[src/rtl/fpu_op_scheduler.sv]
// fpu_op_scheduler: queues {op,tag} commands, runs one FPU unit at a time over go/done.
// Optional watchdog: define FPU_SCHED_TIMEOUT_EN to end a stuck RUN with err=2.
module fpu_op_scheduler #(
    parameter int NUM_UNITS      = 4,
    parameter int OP_W           = 3,
    parameter int TAG_W          = 8,
    parameter int DEPTH          = 4,
    parameter int TIMEOUT_CYCLES = 4096
) (
    input  logic                 clk,
    input  logic                 rst,
    input  logic                 cmd_valid,
    output logic                 cmd_ready,
    input  logic [OP_W-1:0]      cmd_op,
    input  logic [TAG_W-1:0]     cmd_tag,
    output logic [NUM_UNITS-1:0] unit_go,
    input  logic [NUM_UNITS-1:0] unit_done,
    output logic                 rsp_valid,
    input  logic                 rsp_ready,
    output logic [TAG_W-1:0]     rsp_tag,
    output logic [1:0]           rsp_err,
    output logic                 busy,
    output logic [15:0]          op_count
);
    localparam int PTR_W = $clog2(DEPTH);
    localparam int IDX_W = (NUM_UNITS > 1) ? $clog2(NUM_UNITS) : 1;
    localparam logic [PTR_W:0] FULL = (PTR_W+1)'(DEPTH);

    if (DEPTH < 2 || (DEPTH & (DEPTH - 1)) != 0 || TIMEOUT_CYCLES < 1
        || OP_W < IDX_W) begin : g_bad_cfg
        $error("fpu_op_scheduler: illegal parameter set");
    end

    typedef enum logic [1:0] {S_IDLE, S_ISSUE, S_RUN, S_RESP} state_t;

    state_t               state_q, state_d;
    logic [OP_W-1:0]      fifo_op  [DEPTH];
    logic [TAG_W-1:0]     fifo_tag [DEPTH];
    logic [PTR_W-1:0]     wr_ptr_q, rd_ptr_q;
    logic [PTR_W:0]       count_q;
    logic [IDX_W-1:0]     cur_idx_q, cur_idx_d;
    logic [TAG_W-1:0]     cur_tag_q, cur_tag_d;
    logic [NUM_UNITS-1:0] go_q, go_d;
    logic [1:0]           err_q, err_d;
    logic [15:0]          op_count_q, op_count_d;
    logic                 push, pop, head_bad, done_cur;
    logic [OP_W-1:0]      head_op;
    logic [TAG_W-1:0]     head_tag;
`ifdef FPU_SCHED_TIMEOUT_EN
    logic [31:0]          tmo_q, tmo_d;
    logic                 tmo_hit;
    assign tmo_hit = (tmo_q == 32'(TIMEOUT_CYCLES - 1));
`endif

    assign cmd_ready = (count_q != FULL);
    assign push      = cmd_valid && cmd_ready;
    assign pop       = (state_q == S_IDLE) && (count_q != '0);
    assign head_op   = fifo_op[rd_ptr_q];
    assign head_tag  = fifo_tag[rd_ptr_q];
    assign head_bad  = (int'(head_op) >= NUM_UNITS);
    assign done_cur  = unit_done[cur_idx_q];

    always_ff @(posedge clk) begin
        if (push) begin
            fifo_op[wr_ptr_q]  <= cmd_op;
            fifo_tag[wr_ptr_q] <= cmd_tag;
        end
    end

    always_ff @(posedge clk or posedge rst) begin
        if (rst) begin
            wr_ptr_q <= '0;
            rd_ptr_q <= '0;
            count_q  <= '0;
        end else begin
            if (push) wr_ptr_q <= wr_ptr_q + 1'b1;
            if (pop)  rd_ptr_q <= rd_ptr_q + 1'b1;
            unique case ({push, pop})
                2'b10:   count_q <= count_q + 1'b1;
                2'b01:   count_q <= count_q - 1'b1;
                default: count_q <= count_q;
            endcase
        end
    end

    always_ff @(posedge clk or posedge rst) begin
        if (rst) begin
            state_q    <= S_IDLE;
            cur_idx_q  <= '0;
            cur_tag_q  <= '0;
            go_q       <= '0;
            err_q      <= '0;
            op_count_q <= '0;
`ifdef FPU_SCHED_TIMEOUT_EN
            tmo_q      <= '0;
`endif
        end else begin
            state_q    <= state_d;
            cur_idx_q  <= cur_idx_d;
            cur_tag_q  <= cur_tag_d;
            go_q       <= go_d;
            err_q      <= err_d;
            op_count_q <= op_count_d;
`ifdef FPU_SCHED_TIMEOUT_EN
            tmo_q      <= tmo_d;
`endif
        end
    end

    always_comb begin
        state_d = state_q;
        unique case (state_q)
            S_IDLE:  if (pop) state_d = head_bad ? S_RESP : S_ISSUE;
            S_ISSUE: if (!done_cur) state_d = S_RUN;
            S_RUN: begin
                if (done_cur) state_d = S_RESP;
`ifdef FPU_SCHED_TIMEOUT_EN
                else if (tmo_hit) state_d = S_RESP;
`endif
            end
            S_RESP:  if (rsp_ready) state_d = S_IDLE;
        endcase
    end

    // Datapath next-state; go is registered so it drops the cycle after done.
    always_comb begin
        cur_idx_d  = cur_idx_q;
        cur_tag_d  = cur_tag_q;
        go_d       = go_q;
        err_d      = err_q;
        op_count_d = op_count_q;
`ifdef FPU_SCHED_TIMEOUT_EN
        tmo_d      = tmo_q;
`endif
        unique case (state_q)
            S_IDLE: begin
                if (pop) begin
                    cur_idx_d = head_op[IDX_W-1:0];
                    cur_tag_d = head_tag;
                    err_d     = head_bad ? 2'd1 : 2'd0;
                end
            end
            S_ISSUE: begin
                if (!done_cur) begin
                    go_d            = '0;
                    go_d[cur_idx_q] = 1'b1;
                end
`ifdef FPU_SCHED_TIMEOUT_EN
                tmo_d = '0;
`endif
            end
            S_RUN: begin
                if (done_cur) begin
                    go_d  = '0;
                    err_d = 2'd0;
                end
`ifdef FPU_SCHED_TIMEOUT_EN
                else if (tmo_hit) begin
                    go_d  = '0;
                    err_d = 2'd2;
                end else begin
                    tmo_d = tmo_q + 32'd1;
                end
`endif
            end
            S_RESP: begin
                if (rsp_ready) op_count_d = op_count_q + 16'd1;
            end
        endcase
    end

    always_comb begin
        unit_go   = go_q;
        rsp_valid = (state_q == S_RESP);
        rsp_tag   = cur_tag_q;
        rsp_err   = err_q;
        op_count  = op_count_q;
        busy      = (count_q != '0) || (state_q != S_IDLE);
    end

endmodule

[config.mk]
export PLATFORM = sky130hd
export DESIGN_NAME = fpu_op_scheduler
export DESIGN_NICKNAME = d
export VERILOG_FILES = /design/src/rtl/fpu_op_scheduler.sv
export SDC_FILE = /design/constraint.sdc
export NUM_CORES = 1
export LEC_CHECK = 0
export CAP_MARGIN = 20
export CORE_MARGIN = 4
export CORE_UTILIZATION = 33
export CTS_CLUSTER_SIZE = 12
export DETAILED_ROUTE_END_ITERATION = 10
export HOLD_SLACK_MARGIN = 0.02
export RECOVER_POWER = 50
export SLEW_MARGIN = 20
export SYNTH_ARGS = -nofsm -noshare
export SYNTH_HDL_FRONTEND = slang
export SYNTH_SLANG_ARGS = --single-unit
[constraint.sdc]
create_clock -name clk -period 2.5 [get_ports clk]
set_input_delay 0.5 -clock clk [delete_from_list [all_inputs] [get_ports clk]]
set_output_delay 0.5 -clock clk [all_outputs]
set_load 0.03 [all_outputs]
### Yosys cells after proc, flatten, opt, wreduce, memory -nomap -nowiden

Memory sizes are Yosys's and may differ from the RTL's. A register that Yosys moved wholly into a read port is not among the register bits.
Index checks and enable logic that the tools add are counted.

| word-level totals | value |
|---|---|
| bits in registers | 33 |
| bits in latches | 0 |
| RAM bits | 44 |
| ROM bits | 0 |
| bits of input ports | 19 |
| output and inout bits | 33 |
| memories kept | 2 |

Memory list:

| memory | depth | width | read ports | clocked after Yosys merged registers in | wr ports | line | text |
|---|---|---|---|---|---|---|---|
| fifo_tag | 4 | 8 | 1 | 1 | 1 | 38 | `logic [TAG_W-1:0] fifo_tag [DEPTH];` |
| fifo_op | 4 | 3 | 1 | 0 | 1 | 37 | `logic [OP_W-1:0] fifo_op [DEPTH];` |

| cells by class | value |
|---|---|
| add/sub/neg operators | 5 |
| multipliers | 0 |
| divide/modulo/power cells | 0 |
| magnitude comparators | 3 |
| equality and inequality tests | 10 |
| shift-type cells | 0 |
| multiplexer cells | 20 |
| bitwise logic cells | 0 |
| reduce and logical (&&, ||, !) cells | 15 |

Operators by type and width:

| operator | count |
|---|---|
| 16-bit by 1-bit adder with 16-bit output, second input constant | 1 |
| 2-bit two-way mux | 7 |
| 4-bit two-way mux | 2 |
| 2-bit one-hot mux with 4 select lines | 1 |
| 4-bit one-hot mux with 2 select lines | 1 |
| 2-bit nonzero test | 4 |
| 2-bit == test, second input constant | 3 |
| 2-bit != test, second input constant | 3 |
| 3-bit one-hot mux with 2 select lines | 1 |
| 3-bit AND reduction | 2 |
| 1-bit two-way mux | 5 |
| 2-bit by 1-bit adder with 2-bit output, second input constant | 2 |
| 2-bit by 1-bit == test with 1-bit output, second input constant | 2 |
| 2-bit one-hot mux with 2 select lines | 1 |
| 2-bit AND reduction | 2 |
| 4-bit AND reduction | 1 |
| 3-bit by 1-bit adder with 3-bit output, second input constant | 1 |
| 3-bit greater-or-equal comparator, second input constant | 1 |
| 1-bit logical AND | 3 |
| 2-bit by 3-bit < comparator with 1-bit output, second input constant | 1 |
| 3-bit != test, second input constant | 1 |
| 3-bit nonzero test | 1 |
| 3-bit by 1-bit subtractor with 3-bit output, second input constant | 1 |
| 1-bit binary-select mux with 2-bit select | 1 |
| other kinds (5) | 5 |

### Longest topological paths before layout

| logic depth | value |
|---|---|
| depth in word-level cells | 6 |
| mapped depth | 10 |
| mapped depth without buffers | 10 |

### Worst setup path before layout

OpenSTA, ideal clock, no wires.

| path | value |
|---|---|
| path type | reg-to-reg |
| start | register state_q[0] |
| end | register count_q[2] |
| setup time | 0.079 ns |
| arrival time | 2.189 ns |
| data required time | 2.421 ns |
| path slack | 0.232 ns |
| cell stages (with the launch flop) | 11 |
| buffers on the path | 1 |
| cell sequence | dfrtp_1 > inv_1 > ha_1 > nor2b_1 > buf_2 > ha_1 > inv_1 > fa_1 > xor2_1 > nor2_1 > xor2_1 |

| on the way | value |
|---|---|
| cells in the longest elaborated chain, start to end | 4 |
| elaborated cells between the ends (all ways) | 6 |

Ends and longest elaborated chain:

| item | line | text |
|---|---|---|
| from (decl) | 36 | `state_t state_q, state_d;` |
| from (signal assigned) | 98 | `state_q <= state_d;` |
| 2-bit zero test * | 57 | `assign pop = (state_q == S_IDLE) && (count_q != '0);` |
| 1-bit logical AND * | 57 |  |
| via pop | 46 | `logic push, pop, head_bad, done_cur;` |
| 2-bit by 1-bit == test with 1-bit output / 2-bit == test (equally long branches) | 78 | `unique case ({push, pop})` |
| 3-bit one-hot mux with 2 select lines / 2-bit nonzero test (equally long branches) | - |  |
| to (signal assigned) | 79 | `2'b10: count_q <= count_q + 1'b1;` |
| to (signal assigned) | 80 | `2'b01: count_q <= count_q - 1'b1;` |
| to (signal assigned) | 81 | `default: count_q <= count_q;` |
| to (decl) | 40 | `logic [PTR_W:0] count_q;` |

Mark *: on every way through the listed nets, which the timed path passes. The rest lies on a longest branch.
A chain may end at the register's enable or synchronous reset.

### Final worst setup path

| path | value |
|---|---|
| start | register state_q[0] |
| end | output rsp_valid |

| on the way | value |
|---|---|
| cells in the longest elaborated chain, start to end | 1 |

Ends and longest elaborated chain:

| item | line | text |
|---|---|---|
| 2-bit == test | 174 | `rsp_valid = (state_q == S_RESP);` |
| to (decl) | 18 | `output logic rsp_valid,` |

Every way passes these cells.

==> flow_metrics.env <==
export IMPL_outcome="complete, no violations"
export IMPL_grt_pass1_wl_mm=10.7
export IMPL_utilization_pct=42.4
export IMPL_placed_cells=407
export IMPL_end_kind="output port"
export IMPL_htree_levels=3
export IMPL_ir_drop_mv=0.548
export IMPL_insertedDiodeCount=0
export IMPL_numCtsBuffers=9
export IMPL_cts_sinks=84
export IMPL_tightest_slew_ns=1.05
export IMPL_areaGrowthSynthToFinish_pct=25.1
export IMPL_setup_tns_ns=0
export IMPL_yosys_warnings=0
export IMPL_crit_required_ns=2.00
export IMPL_ant_nets=0
export IMPL_synthesis_area_um2=3490
export IMPL_fin_skew_ns=0.0145
export IMPL_post_drt_wl_per_cell_um=14.8
export IMPL_synthArstFlopShare_pct=47.6
export IMPL_power_leakage_nw=1.74
export IMPL_slew_violations=0
export IMPL_die_area_um2=12300
export IMPL_slew_headroom_pct=29.8
export IMPL_syn_instance_count=216
export IMPL_cts_tree="done"
export IMPL_ys_flop_type="edfxtp_1"
export IMPL_dpl_cell_area_um2=4210
export IMPL_cts_root_buf="clkbuf_8"
export IMPL_wl_met1_mm=2.76
export IMPL_globalplace_congestion=0.735
export IMPL_p_per_area_nw_per_um2=1130
export IMPL_num_vias=1983
export IMPL_crit_chain="ha_1 -> clkdlybuf4s50_1"
export IMPL_drive_gt1_share_pct=16.4
export IMPL_syn_nets=246
export IMPL_worst_setup_path_start_kind="flip-flop"
export IMPL_multi_input_area_um2=1100
export IMPL_setup_viol=0
export IMPL_r2r_cells=9
export IMPL_hold_start="op_count[15]$_DFFE_PP0P_"
export IMPL_highest_layer="met4"
export IMPL_die_w_um=111
export IMPL_io_buffers=50
export IMPL_rsz0062_at_grt="no"
export IMPL_drv_max_cap_violation_count=0
export IMPL_die_h_um=111
export IMPL_final_cell_area_um2=4370
export IMPL_core_area_um2=10300
export IMPL_cpPeakStageDelay_ns=0.72
export IMPL_synth_seq_cells=84
export IMPL_fin_crit_ns=2.26
export IMPL_first_global_vias=2078
export IMPL_hold_ws_ns=0.472
export IMPL_worstSetupPathType="flip-flop to output port"
export IMPL_finalWorstSetupSlack_ns=0.236
export IMPL_totalPowerFinal_mw=4.94
export IMPL_wl_met3_um=422
export IMPL_syn_area_per_cell_um2=16.2
export IMPL_num_rows=37
export IMPL_grt_max_degree=41
export IMPL_ios=52
export IMPL_seq_area_um2=2320
export IMPL_initial_core_util_pct=33.9
export IMPL_drc=0
export IMPL_cp_slowest_cell="clkdlybuf4s50_1"
export IMPL_rrSetupSlack_ns=0.32
export IMPL_nets=312
export IMPL_critPathMaxFanout=6
export IMPL_synth_enable_flop_cells=44
export IMPL_first_pass_iters=4
export IMPL_route_met2_wl_mm=3.02
export IMPL_ctsHoldBuffers=0
export IMPL_place_ws_ns=0.198
export IMPL_hold_depth=1
export IMPL_cts_path_max_buffers=2
export IMPL_num_fill_cells=945
export IMPL_max_freq_ghz=0.442
export IMPL_drt_iter0_markers=59
export IMPL_period_share_pct=90.5
export IMPL_min_to="op_count[15]$_DFFE_PP0P_"
export IMPL_grt_overflow=0
export IMPL_final_cells=423
export IMPL_wl_mm=6.27
export IMPL_min_path_type="flip-flop to flip-flop"
export IMPL_yosysSeqAreaShare_pct=66.5
export IMPL_rr_endpoint="count_q[2]$_DFFE_PP0P_"
export IMPL_via_per_inst=4.69
export IMPL_ys_types=32
export IMPL_clkTransAtPathRegs_ns=0.08
export IMPL_hold_viol=0
export IMPL_grt_util_all_layers_pct=11.0
export IMPL_insertion_delay_ns=0.35
export IMPL_rr_startpoint="state_q[1]$_DFFE_PP0P_"
export IMPL_antenna_found_initial=0
export IMPL_hpwl_mm=4.36
export IMPL_arrival_ns=1.76
[logic make-up (layout without fill, tap and decap cells)]
family | Yosys count | count (layout) | synth area share (%)
AO/OA/AOI/OAI | 11 | 11 | 2.43
XOR/XNOR | 21 | 21 | 5.26
adder cells (fa/ha/maj) | 11 | 11 | 4.15
buffers and inverters | 17 | 88 | 2.01
flip-flops | 84 | 84 | 66.5
multiplexers | 29 | 29 | 13.2
other | 1 | 1 | 0.107
AND/OR/NAND/NOR | 42 | 42 | 6.41
[layout by cell type, fill, tap and decap left out, types with 2 or more instances in the layout]
| cell type | n |
|---|---|
| mux2_2 | 12 |
| and4_1 | 3 |
| clkinv_4 | 2 |
| mux4_2 | 12 |
| dlygate4sd3_1 | 12 |
| clkbuf_1 | 4 |
| mux2i_1 | 4 |
| dfrtp_1 | 40 |
| a21o_1 | 4 |
| nand3_1 | 6 |
| and3_1 | 5 |
| clkdlybuf4s50_1 | 37 |
| nor2_1 | 5 |
| ha_1 | 10 |
| buf_4 | 6 |
| a211oi_1 | 2 |
| clkbuf_8 | 9 |
| nand2_1 | 10 |
| inv_1 | 13 |
| a2111oi_0 | 2 |
| nor2b_1 | 2 |
| xnor2_1 | 12 |
| xor2_1 | 9 |
| a22o_1 | 2 |
| nand4_1 | 3 |
| edfxtp_1 | 44 |
| nor3_1 | 4 |
[worst max-delay path, delay by kind of cell (launching register included)]
kind / cells / cell delay, ns
flip-flops: 1 / 0.41
adder cells (fa/ha/maj): 1 / 0.29
buffers and inverters: 1 / 0.72
[power by group]
group          total, mW  internal, mW  switching, mW
combinational       2.01         0.982           1.03
sequential          2.09          1.85          0.237
clock              0.836         0.365          0.471
[final cells by class]
| cell class | instances | share of cell area (%) |
|---|---|---|
| inverters | 13 | 1.12 |
| repair buffers | 59 | 12.8 |
| well taps | 136 | 3.89 |
| clock buffers | 11 | 3.00 |
| clock inverters | 5 | 0.858 |
| flip-flops and latches | 84 | 53.1 |
| multi-input cells | 115 | 25.2 |
[how the worst max path moves through the flow]
stage                                      start                     end  slack, ns  cells past startpoint
after floorplan           state_q[0]$_DFFE_PP0P_  count_q[2]$_DFFE_PP0P_       0.23                     10
after global placement                 cmd_valid  count_q[2]$_DFFE_PP0P_       0.23                      9
after detailed placement               cmd_valid  count_q[2]$_DFFE_PP0P_       0.20                      9
after CTS                 state_q[0]$_DFFE_PP0P_                    busy       0.05                      4
after global routing      state_q[0]$_DFFE_PP0P_  count_q[2]$_DFFE_PP0P_       0.15                      9
final                     state_q[0]$_DFFE_PP0P_               rsp_valid       0.24                      2
[state kept, by name, summed over array words and instances, names as in the netlist, 3 cells and up]
signal,count
op_count,16
fifo_op,12
fifo_tag,32
count_q,3
unit_go,4
rsp_tag,8
[layer usage]
layer / up-vias / track usage, %
met5: - / 0
met3: 6 / 4.48
met4: 0 / 3.20
met1: 997 / 13.8
met2: 57 / 17.6
li1: 923 / -
[repair_timing]
item | 4_1_cts | 5_1_grt
setup endpoints to repair | 0 | 1
gates resized for setup | 0 | 1
setup buffers | 0 | 0
[synthesized netlist by cell type (4+ instances only)]
| master | instances | share of area, % |
|---|---|---|
| a21o_1 | 4 | 0.86 |
| edfxtp_1 | 44 | 38 |
| nand2_1 | 10 | 1.1 |
| mux2i_1 | 4 | 1.1 |
| mux4_2 | 12 | 7.7 |
| nor3_1 | 4 | 0.57 |
| xor2_1 | 9 | 2.3 |
| and3_1 | 5 | 0.90 |
| mux2_2 | 12 | 3.9 |
| xnor2_1 | 12 | 3.0 |
| nand3_1 | 6 | 0.86 |
| inv_1 | 13 | 1.4 |
| nor2_1 | 5 | 0.54 |
| ha_1 | 10 | 3.6 |
| dfrtp_1 | 40 | 29 |
(Power assumes the default switching activity.)
